## src/rtl/read_txn_tracker_pkg.sv

```systemverilog
// Shared types for the AXI read transaction tracker and its budget comparator.
package read_monitor_pkg;

    localparam int LatencyWidthDefault = 32;

    typedef logic [2:0] state_t;

    localparam state_t ST_IDLE    = 3'd0;
    localparam state_t ST_AR_WAIT = 3'd1;
    localparam state_t ST_R_WAIT  = 3'd2;
    localparam state_t ST_R_BURST = 3'd3;
    localparam state_t ST_TIMEOUT = 3'd4;

    typedef enum logic [1:0] {
        PH_AR_READY = 2'd0,
        PH_AR_TO_R  = 2'd1,
        PH_R_READY  = 2'd2,
        PH_R_LAST   = 2'd3
    } phase_t;

endpackage

```

## src/rtl/read_txn_tracker_if.sv

```systemverilog
// AXI read handshake plus counter-unit link seen by one tracker slot.
interface read_txn_tracker_if #(
    parameter int LatencyWidth = read_monitor_pkg::LatencyWidthDefault
);

    logic ar_valid;
    logic ar_ready;
    logic r_valid;
    logic r_ready;
    logic r_last;

    logic [LatencyWidth-1:0] latency_arvld_arrdy;
    logic [LatencyWidth-1:0] latency_arvld_rvld;
    logic [LatencyWidth-1:0] latency_rvld_rrdy;
    logic [LatencyWidth-1:0] latency_rvld_rlast;

    logic ena_ar;
    logic ena_r;
    logic clear_arvld_arrdy;
    logic clear_arvld_rvld;
    logic clear_rvld_rrdy;
    logic clear_rvld_rlast;

    modport master (
        output ar_valid, ar_ready, r_valid, r_ready, r_last,
        output latency_arvld_arrdy, latency_arvld_rvld,
        output latency_rvld_rrdy, latency_rvld_rlast,
        input  ena_ar, ena_r,
        input  clear_arvld_arrdy, clear_arvld_rvld,
        input  clear_rvld_rrdy, clear_rvld_rlast
    );

    modport slave (
        input  ar_valid, ar_ready, r_valid, r_ready, r_last,
        input  latency_arvld_arrdy, latency_arvld_rvld,
        input  latency_rvld_rrdy, latency_rvld_rlast,
        output ena_ar, ena_r,
        output clear_arvld_arrdy, clear_arvld_rvld,
        output clear_rvld_rrdy, clear_rvld_rlast
    );

endinterface

```

## src/rtl/read_txn_tracker_budget_cmp.sv

```systemverilog
// Combinational latency-vs-budget check for the phase(s) live in a tracker state.
module read_budget_cmp
    import read_monitor_pkg::*;
#(
    parameter int LatencyWidth = LatencyWidthDefault
) (
    input  state_t                  state,
    input  logic [LatencyWidth-1:0] latency_arvld_arrdy,
    input  logic [LatencyWidth-1:0] latency_arvld_rvld,
    input  logic [LatencyWidth-1:0] latency_rvld_rrdy,
    input  logic [LatencyWidth-1:0] latency_rvld_rlast,
    input  logic [LatencyWidth-1:0] budget_arvld_arrdy,
    input  logic [LatencyWidth-1:0] budget_arvld_rvld,
    input  logic [LatencyWidth-1:0] budget_rvld_rrdy,
    input  logic [LatencyWidth-1:0] budget_rvld_rlast,
    output logic                    hit,
    output phase_t                  phase
);

    typedef logic [LatencyWidth-1:0] latency_t;

    // A zero budget disables that phase's check.
    function automatic logic over(latency_t lat, latency_t bud);
        return (bud != '0) && (lat >= bud);
    endfunction

    logic hit_aa;
    logic hit_ar;
    logic hit_rr;
    logic hit_rl;

    assign hit_aa = over(latency_arvld_arrdy, budget_arvld_arrdy);
    assign hit_ar = over(latency_arvld_rvld, budget_arvld_rvld);
    assign hit_rr = over(latency_rvld_rrdy, budget_rvld_rrdy);
    assign hit_rl = over(latency_rvld_rlast, budget_rvld_rlast);

    always_comb begin
        hit   = 1'b0;
        phase = PH_AR_READY;
        unique case (1'b1)
            (state == ST_AR_WAIT): begin
                hit   = hit_aa;
                phase = PH_AR_READY;
            end
            (state == ST_R_WAIT): begin
                hit   = hit_ar;
                phase = PH_AR_TO_R;
            end
            (state == ST_R_BURST): begin
                hit   = hit_rr | hit_rl;
                phase = hit_rr ? PH_R_READY : PH_R_LAST;
            end
            default: begin
                hit   = 1'b0;
                phase = PH_AR_READY;
            end
        endcase
    end

endmodule

```

## src/rtl/read_txn_tracker.sv

```systemverilog
// Per-slot AXI read tracker: drives counter enables/clears, flags budget timeouts.
// Optional statistics outputs are built when READ_TRACKER_STATS_EN is defined.
module read_txn_tracker
    import read_monitor_pkg::*;
#(
    parameter int LatencyWidth = LatencyWidthDefault
) (
    input  logic                    clk_i,
    input  logic                    rst_i,
    read_txn_tracker_if.slave       axi,
    input  logic [LatencyWidth-1:0] budget_arvld_arrdy_i,
    input  logic [LatencyWidth-1:0] budget_arvld_rvld_i,
    input  logic [LatencyWidth-1:0] budget_rvld_rrdy_i,
    input  logic [LatencyWidth-1:0] budget_rvld_rlast_i,
    input  logic                    timeout_ack_i,
    output logic                    busy_o,
    output logic                    timeout_o,
`ifdef READ_TRACKER_STATS_EN
    output logic [31:0]             txn_count_o,
    output logic [LatencyWidth-1:0] max_arvld_rvld_o,
`endif
    output logic [1:0]              timeout_phase_o
);

    state_t state_q;
    state_t state_d;
    logic   busy_q;
    logic   to_q;
    phase_t ph_q;

    logic   st_idle;
    logic   st_ar_wait;
    logic   st_r_wait;
    logic   st_r_burst;
    logic   st_timeout;

    logic   r_hs;
    logic   r_done;
    logic   complete;
    logic   ack;
    logic   beat;
    logic   clr_all;
    logic   to_set;
    logic   cmp_hit;
    phase_t cmp_phase;

    assign st_idle    = (state_q == ST_IDLE);
    assign st_ar_wait = (state_q == ST_AR_WAIT);
    assign st_r_wait  = (state_q == ST_R_WAIT);
    assign st_r_burst = (state_q == ST_R_BURST);
    assign st_timeout = (state_q == ST_TIMEOUT);

    assign r_hs     = axi.r_valid & axi.r_ready;
    assign r_done   = r_hs & axi.r_last;
    assign complete = (st_r_wait | st_r_burst) & r_done;
    assign ack      = st_timeout & timeout_ack_i;
    assign beat     = st_r_burst & r_hs & ~axi.r_last;

    read_budget_cmp #(
        .LatencyWidth(LatencyWidth)
    ) u_cmp (
        .state               (state_q),
        .latency_arvld_arrdy (axi.latency_arvld_arrdy),
        .latency_arvld_rvld  (axi.latency_arvld_rvld),
        .latency_rvld_rrdy   (axi.latency_rvld_rrdy),
        .latency_rvld_rlast  (axi.latency_rvld_rlast),
        .budget_arvld_arrdy  (budget_arvld_arrdy_i),
        .budget_arvld_rvld   (budget_arvld_rvld_i),
        .budget_rvld_rrdy    (budget_rvld_rrdy_i),
        .budget_rvld_rlast   (budget_rvld_rlast_i),
        .hit                 (cmp_hit),
        .phase               (cmp_phase)
    );

    // Any handshake that ends the live phase takes priority over a budget hit.
    always_comb begin
        state_d = state_q;
        to_set  = 1'b0;
        unique case (1'b1)
            st_idle: begin
                if (axi.ar_valid)
                    state_d = axi.ar_ready ? ST_R_WAIT : ST_AR_WAIT;
            end
            st_ar_wait: begin
                if (axi.ar_ready) state_d = ST_R_WAIT;
                else              to_set  = cmp_hit;
            end
            st_r_wait: begin
                if (r_done)           state_d = ST_IDLE;
                else if (axi.r_valid) state_d = ST_R_BURST;
                else                  to_set  = cmp_hit;
            end
            st_r_burst: begin
                if (r_done)     state_d = ST_IDLE;
                else if (!r_hs) to_set  = cmp_hit;
            end
            st_timeout: begin
                if (timeout_ack_i) state_d = ST_IDLE;
            end
            default: state_d = ST_IDLE;
        endcase
        if (to_set) state_d = ST_TIMEOUT;
    end

    always_ff @(posedge clk_i) begin
        if (rst_i) begin
            state_q <= ST_IDLE;
            busy_q  <= 1'b0;
            to_q    <= 1'b0;
            ph_q    <= PH_AR_READY;
        end else begin
            state_q <= state_d;
            busy_q  <= (state_d != ST_IDLE);
            if (to_set) begin
                to_q <= 1'b1;
                ph_q <= cmp_phase;
            end else if (ack) begin
                to_q <= 1'b0;
                ph_q <= PH_AR_READY;
            end
        end
    end

    assign clr_all = rst_i | complete | ack;

    assign axi.ena_ar = ~rst_i & ((st_idle & axi.ar_valid) | st_ar_wait | st_r_wait);
    assign axi.ena_r  = ~rst_i & ((st_r_wait & axi.r_valid) | st_r_burst);

    assign axi.clear_arvld_arrdy = clr_all;
    assign axi.clear_arvld_rvld  = clr_all;
    assign axi.clear_rvld_rrdy   = clr_all | beat;
    assign axi.clear_rvld_rlast  = clr_all;

    assign busy_o          = busy_q;
    assign timeout_o       = to_q;
    assign timeout_phase_o = ph_q;

`ifdef READ_TRACKER_STATS_EN
    logic [31:0]             txn_q;
    logic [LatencyWidth-1:0] max_q;

    // Sampled on the cycle R_WAIT is left via r_valid.
    always_ff @(posedge clk_i) begin
        if (rst_i) begin
            txn_q <= '0;
            max_q <= '0;
        end else begin
            if (complete && (txn_q != '1))
                txn_q <= txn_q + 32'd1;
            if (st_r_wait && axi.r_valid && (axi.latency_arvld_rvld > max_q))
                max_q <= axi.latency_arvld_rvld;
        end
    end

    assign txn_count_o      = txn_q;
    assign max_arvld_rvld_o = max_q;
`endif

endmodule

```

## src/flat_wrapper.sv

```systemverilog
// flat-port wrapper written by rule: the top's interface ports become plain ports
module read_txn_tracker_flat import read_monitor_pkg::*;
#(
    parameter int LatencyWidth = LatencyWidthDefault
)
  (clk_i, rst_i, budget_arvld_arrdy_i, budget_arvld_rvld_i, budget_rvld_rrdy_i, budget_rvld_rlast_i, timeout_ack_i, busy_o, timeout_o, timeout_phase_o, axi_ar_valid, axi_ar_ready, axi_r_valid, axi_r_ready, axi_r_last, axi_latency_arvld_arrdy, axi_latency_arvld_rvld, axi_latency_rvld_rrdy, axi_latency_rvld_rlast, axi_ena_ar, axi_ena_r, axi_clear_arvld_arrdy, axi_clear_arvld_rvld, axi_clear_rvld_rrdy, axi_clear_rvld_rlast);
  read_txn_tracker_if #(.LatencyWidth(LatencyWidth)) axi_i ();
  input  logic clk_i;
  input  logic rst_i;
  input  logic [LatencyWidth-1:0] budget_arvld_arrdy_i;
  input  logic [LatencyWidth-1:0] budget_arvld_rvld_i;
  input  logic [LatencyWidth-1:0] budget_rvld_rrdy_i;
  input  logic [LatencyWidth-1:0] budget_rvld_rlast_i;
  input  logic timeout_ack_i;
  output logic busy_o;
  output logic timeout_o;
  output logic [1:0] timeout_phase_o;
  input wire logic [$bits(axi_i.ar_valid)-1:0] axi_ar_valid;
  input wire logic [$bits(axi_i.ar_ready)-1:0] axi_ar_ready;
  input wire logic [$bits(axi_i.r_valid)-1:0] axi_r_valid;
  input wire logic [$bits(axi_i.r_ready)-1:0] axi_r_ready;
  input wire logic [$bits(axi_i.r_last)-1:0] axi_r_last;
  input wire logic [$bits(axi_i.latency_arvld_arrdy)-1:0] axi_latency_arvld_arrdy;
  input wire logic [$bits(axi_i.latency_arvld_rvld)-1:0] axi_latency_arvld_rvld;
  input wire logic [$bits(axi_i.latency_rvld_rrdy)-1:0] axi_latency_rvld_rrdy;
  input wire logic [$bits(axi_i.latency_rvld_rlast)-1:0] axi_latency_rvld_rlast;
  output wire logic [$bits(axi_i.ena_ar)-1:0] axi_ena_ar;
  output wire logic [$bits(axi_i.ena_r)-1:0] axi_ena_r;
  output wire logic [$bits(axi_i.clear_arvld_arrdy)-1:0] axi_clear_arvld_arrdy;
  output wire logic [$bits(axi_i.clear_arvld_rvld)-1:0] axi_clear_arvld_rvld;
  output wire logic [$bits(axi_i.clear_rvld_rrdy)-1:0] axi_clear_rvld_rrdy;
  output wire logic [$bits(axi_i.clear_rvld_rlast)-1:0] axi_clear_rvld_rlast;
  assign axi_i.ar_valid = axi_ar_valid;
  assign axi_i.ar_ready = axi_ar_ready;
  assign axi_i.r_valid = axi_r_valid;
  assign axi_i.r_ready = axi_r_ready;
  assign axi_i.r_last = axi_r_last;
  assign axi_i.latency_arvld_arrdy = axi_latency_arvld_arrdy;
  assign axi_i.latency_arvld_rvld = axi_latency_arvld_rvld;
  assign axi_i.latency_rvld_rrdy = axi_latency_rvld_rrdy;
  assign axi_i.latency_rvld_rlast = axi_latency_rvld_rlast;
  assign axi_ena_ar = axi_i.ena_ar;
  assign axi_ena_r = axi_i.ena_r;
  assign axi_clear_arvld_arrdy = axi_i.clear_arvld_arrdy;
  assign axi_clear_arvld_rvld = axi_i.clear_arvld_rvld;
  assign axi_clear_rvld_rrdy = axi_i.clear_rvld_rrdy;
  assign axi_clear_rvld_rlast = axi_i.clear_rvld_rlast;
  read_txn_tracker #(.LatencyWidth(LatencyWidth)) u_core (.clk_i(clk_i), .rst_i(rst_i), .axi(axi_i), .budget_arvld_arrdy_i(budget_arvld_arrdy_i), .budget_arvld_rvld_i(budget_arvld_rvld_i), .budget_rvld_rrdy_i(budget_rvld_rrdy_i), .budget_rvld_rlast_i(budget_rvld_rlast_i), .timeout_ack_i(timeout_ack_i), .busy_o(busy_o), .timeout_o(timeout_o), .timeout_phase_o(timeout_phase_o));
endmodule
```

## config.mk

```make
export PLATFORM = sky130hd
export DESIGN_NAME = read_txn_tracker_flat
export DESIGN_NICKNAME = d
export VERILOG_FILES = /design/src/rtl/read_txn_tracker_pkg.sv /design/src/rtl/read_txn_tracker_if.sv /design/src/rtl/read_txn_tracker_budget_cmp.sv /design/src/rtl/read_txn_tracker.sv /design/src/flat_wrapper.sv
export SDC_FILE = /design/constraint.sdc
export NUM_CORES = 1
export LEC_CHECK = 0
export ABC_AREA = 0
export CORE_UTILIZATION = 36
export CTS_BUF_LIST = sky130_fd_sc_hd__clkbuf_16
export DETAILED_ROUTE_END_ITERATION = 12
export PLACE_DENSITY_LB_ADDON = 0.08
export SLEW_MARGIN = 25
export SYNTH_ARGS = -nofsm -noshare
export SYNTH_HDL_FRONTEND = slang
export SYNTH_HIERARCHICAL = 1
export SYNTH_SLANG_ARGS = --single-unit
export TNS_END_PERCENT = 1
```

## constraint.sdc

```tcl
create_clock -name clk_i -period 4.71 [get_ports clk_i]
set_input_delay 0.7065 -clock clk_i [delete_from_list [all_inputs] [get_ports clk_i]]
set_output_delay 0.7065 -clock clk_i [all_outputs]
set_load 0.1 [all_outputs]
```

# Yosys cells after proc, flatten, opt, wreduce, memory -nomap -nowiden

Cells that the tools add are included.

Logic and storage cells: 65
Output and inout bits: 10
Bits of input ports: 264
Bits in registers: 7

Muxes and demuxes: 22
Bitwise logic cells: 20
Reduce and logical (&&, ||, !) cells: 11
Equality and inequality tests: 4
Order comparisons: 4

Operator list:

| operator                                                         | count |
|---|---|
| 32-bit >= comparator                                             | 4 |
| 32-bit nonzero test                                              | 4 |
| 3-bit two-way mux                                                | 7 |
| 3-bit one-hot mux with 5 select lines                            | 1 |
| 1-bit AND                                                        | 10 |
| 1-bit two-way mux                                                | 8 |
| 1-bit bitwise OR                                                 | 8 |
| 3-bit by 2-bit == test with 1-bit output (second input constant) | 2 |
| 2-bit two-way mux                                                | 3 |
| 1-bit logical AND                                                | 4 |
| 2-bit one-hot mux with 2 select lines                            | 1 |
| 3-bit by 1-bit == test with 1-bit output (second input constant) | 1 |
| 3-bit == test (second input constant)                            | 1 |
| 3-bit logical NOT                                                | 1 |
| 1-bit one-hot mux with 3 select lines                            | 1 |
| 3-bit nonzero test                                               | 1 |
| 1-bit NOT                                                        | 2 |
| 1-bit one-hot mux with 2 select lines                            | 1 |
| 2-bit nonzero test                                               | 1 |

# Longest topological paths before layout

Depth after elaboration: 9
Mapped depth: 13
Mapped depth without buffers: 13

# Cells and area by module

The synthesis kept the hierarchy.

By module, submodules not included:

| module           | seq. area each (µm²) | cells an instance | times used | area each (µm²) |
|---|---|---|---|---|
| read_budget_cmp  | 0.0                  | 499               | 1          | 3484.6 |
| read_txn_tracker | 140.1                | 55                | 1          | 462.9 |

# Worst setup path before layout

Ideal clock, no wire load.

Kind: input port to output port
Start: input rst_i
End: output axi_ena_ar
Slack: -1.585 ns
Path buffers: 1
Stages: 2
Data required time: 4.003 ns
Arrival: 5.589 ns
Path through: clkbuf_1 > a2111oi_0

Longest elaborated chain between the ends: 2

Ends and longest elaborated chain:

| element         | RTL line                | source |
|---|---|---|
| start, declared | flat_wrapper.sv:9       | `input logic rst_i;` |
| 1-bit NOT       | read_txn_tracker.sv:126 | `assign axi.ena_ar = ~rst_i & ((st_idle & axi.ar_valid) \| st_ar_wait \| st_r_wait);` |
| 1-bit AND       | read_txn_tracker.sv:126 |  |
| end, declared   | flat_wrapper.sv:27      | `output wire logic [$bits(axi_i.ena_ar)-1:0] axi_ena_ar;` |

No other way between the ends.

# Final worst setup path

Start: input budget_rvld_rlast_i[25]
End: register u_core.busy_q, in the netlist u_core/busy_o

Longest elaborated chain between the ends: 9
Elaborated cells on any way between the ends: 13
Those cells by class: order compare: 1; mux: 8; bitwise: 1; reduce/logical: 3

Ends and longest elaborated chain:

| element                                                            | RTL line                                       | source |
|---|---|---|
| start, declared                                                    | flat_wrapper.sv:13                             | `input logic [LatencyWidth-1:0] budget_rvld_rlast_i;` |
| 32-bit >= comparator / 32-bit nonzero test (equally long branches) | read_txn_tracker_budget_cmp.sv:24              | `return (bud != '0) && (lat >= bud);` |
| 1-bit logical AND *                                                | read_txn_tracker_budget_cmp.sv:24              |  |
| 1-bit bitwise OR *                                                 | read_txn_tracker_budget_cmp.sv:50              | `hit = hit_rr \| hit_rl;` |
| 1-bit one-hot mux with 2 select lines *                            | read_txn_tracker_budget_cmp.sv:40              | `unique case (1'b1)` |
| net u_core.cmp_hit                                                 | read_txn_tracker.sv:44                         | `logic cmp_hit;` |
| 1-bit two-way mux, on equally long branches                        | read_txn_tracker.sv:95, read_txn_tracker.sv:90 |  |
| 1-bit two-way mux, on equally long branches                        | read_txn_tracker.sv:94, read_txn_tracker.sv:89 |  |
| 1-bit one-hot mux with 3 select lines *                            | read_txn_tracker.sv:79                         | `unique case (1'b1)` |
| 3-bit two-way mux *                                                | read_txn_tracker.sv:102                        | `if (to_set) state_d = ST_TIMEOUT;` |
| 3-bit nonzero test *                                               | read_txn_tracker.sv:113                        | `busy_q <= (state_d != ST_IDLE);` |
| end signal, assigned                                               | read_txn_tracker.sv:113                        |  |
| end, declared                                                      | read_txn_tracker.sv:27                         | `logic busy_q;` |

The timed path passes the listed nets; every way through them passes the cells marked *.
A chain may end at the register's enable or synchronous reset.

==> reports/results.txt <==
Critical Path Start = budget_rvld_rlast_i[25]
Post-route ant nets = 0
Top cell type's share of synthesized area = 40.6%
Cell taking the most area after synthesis = ha_1
DR iter-0 viols = 172
Max-Slew Margin vs Limit = 31.9%
Chip width = 107 µm
VDD IR max = 125 µV
Minimum clock period = 3.70 ns
Fin nets = 1218
Core area = 10500 µm²
Most frequent cells in the layout = 267 x clkdlybuf4s50_1, 136 x inv_1, 128 x ha_1
Clk_lat worst skew = 0.23 ns
Clock Tree Buf Depth = 2
Post-Route WL = 13.8 mm
Initial Util = 37.7%
Register area share after synthesis = 3.55%
Final Wtd Congestion = 0.872
Crit Path Max Fanout = 6
P_leak = 3.35 nW
R2R setup slack = 2.60 ns
# hold bufs at CTS = 0
Layout fillers = 924
Hold Crit Class = reg2reg
Syn Nets = 946
Antenna violations before repair = 0
Crit start category = input pin
Final Hold Viols = 0
Fin. max-slew vios = 0
Post-synth ARST share = 0%
Cells after Synth = 554
Clk sinks = 7
Yosys reg bits = 7
Clock root buffer = clkbuf_16
Top layer in use = met4
Final Non-Filler Cells = 961
Worst EP required = 4.88 ns
Number of port buffers = 273
Share of post-route cells with drive strength above 1 = 2.06%
Yosys cell types = 46
Post-synth EDFFs = 0
CTS tree = yes
First-pass GRT wire length = 21.8 mm
DR pass1 iterations = 5
Pre-CTS setup slack = 0.776 ns
Fmax = 270 MHz
Vias in the first global route = 5186
Placed cell count = 957
Hold path start = u_core/timeout_o$_SDFFE_PP0P_
Top delay family on crit path = simple AND/OR/NAND/NOR gates
Post-DP HPWL = 12.7 mm
Clock transition at path regs = 0.04 ns
I/O pin cnt = 274
Overflow after GRT = 0
Die Y-Extent = 107 µm
Vias = 4999
Clock buffer count from CTS = 3
Crit path max-delay cell type = clkdlybuf4s50_1
Final worst path period share = 78.6%
CTS H-tree lvls = 1
WP buf/inv = 2
CP Class = in2reg
Row count = 37
PD cells = 147 nW/µm²
Skew final = 0.00228 ns
Met2 WL = 7.25 mm
Outcome = completed
Top cells by area, synth = ha_1 41%, inv_1 13%, nor4_1 5.9%
Mean Syn Cell Area = 7.13 µm²
Tot GR Track Use = 23.4%
Largest net degree at the start of global routing = 15
Post-Synthesis Cell Area = 3950 µm²
Largest stage delay, worst path = 0.49 ns
Slew at the pin closest to its max-slew limit = 1.02 ns
Worst Slack Setup Final = 1.01 ns
Dominant synthesized flop cell = dfxtp_1
Final-report setup violation count = 0
Routed len/inst = 14.4 µm
Most common cell after layout, fill and taps aside = clkdlybuf4s50_1
Die area = 11400 µm²
Arrival time worst endpoint = 3.87 ns
Wire length on met3 = 1.04 mm
Ant. Diodes = 0
Post-CTS Setup Bufs = 0
CP cell instances = clkdlybuf4s50_1 > inv_1 > ha_1 > nand4_1 > nor4_1 > o21ai_0 > nor4_1 > a21oi_1 > o221ai_1 > a21o_1 > nor4bb_4 > a41oi_4 > a21oi_2 > a21o_1
CTS resizes = 0
Synth-to-Final Area Change = 74.3%
DRC = 0
Hold WS = 0.465 ns
Synth warn = 6
Via density = 5.20
Setup crit end kind = flip-flop
FF-to-FF Start = u_core/state_q[0]$_SDFF_PP0_
Max cap viols = 0
Unrepaired setup endpoints after global routing = no
Post-route setup TNS = 0 ns
Routed metal-1 wire length = 5.18 mm
-- path summary, 6_finish.rpt --
kind | to | depth (start not counted)
setup / recovery | u_core/busy_o$_SDFF_PP0_ | 14
hold / removal | u_core/timeout_o$_SDFFE_PP0P_ | 2
setup reg to reg | u_core/busy_o$_SDFF_PP0_ | 7
hold reg to reg | u_core/timeout_o$_SDFFE_PP0P_ | 2
-- tightest hold or removal path, stage by stage (launching register included) --
cell	delay [ns]
dfxtp_1	0.30
nand2_1	0.05
a21oi_1	0.05
-- cell type report --
cell class / count / area (µm²) / share of cell area [%]
Clock buffer: 3 / 75.1 / 1.09
Sequential cell: 7 / 140 / 2.04
Multi-Input combinational cell: 406 / 3270 / 47.5
Clock inverter: 1 / 3.75 / 0.0546
Timing Repair Buffer: 273 / 2720 / 39.5
Tap cell: 136 / 170 / 2.47
Inverter: 135 / 507 / 7.36
-- Yosys cell counts, drive strengths merged (3+ instances only) --
master and number:
a21oi 43, nand4 23, ha 128, a21o 8
and2 4, a2111oi 4, buf 5, o211ai 6
nor3 6, o21a 4, nand3 9, nand2 36
o21ai 28, dfxtp 7, nand2b 7, inv 135
a221oi 7, nor2 21, a211oi 4, nor4 37
a31oi 3, and4 4
-- registers in the layout, summed over array words and instances (netlist names) --
register / flops
u_core/timeout_phase_o: 2
u_core/state_q: 3
u_core/timeout_o: 1
u_core/busy_o: 1
-- layer usage --
metal,up-vias,track usage [%]
met5,-,0
met3,30,5.05
met2,194,48.1
met1,2230,23.2
li1,2545,-
met4,0,5.77
-- per-stage QoR --
stage          utilization (%)  power [mW]  area [µm²]
6_report                  65.8        1.01        6880
5_1_grt                   65.8        1.09        6880
4_1_cts                   65.8        1.01        6880
3_5_place_dp              65.0       0.864        6800
3_3_place_gp              65.0       0.843        6800
2_1_floorplan                -       0.526        3950
-- power breakdown --
part           total, mW  switching (mW)  internal (mW)
sequential         0.112          0.0364         0.0759
combinational      0.754           0.368          0.386
clock              0.142          0.0321          0.110
-- kinds of logic (layout without fill, tap and decap cells) --
group	after synthesis	count (layout)	share of synthesized area [%]
adder cells (fa/ha/maj)	128	128	40.6
AND/OR/NAND/NOR	155	155	21.3
AO/OA/AOI/OAI	122	122	20.4
multiplexers	1	1	0.349
buffers and inverters	141	412	13.9
flip-flops	7	7	3.55
No activity file was read; power rests on OpenSTA's default activity.
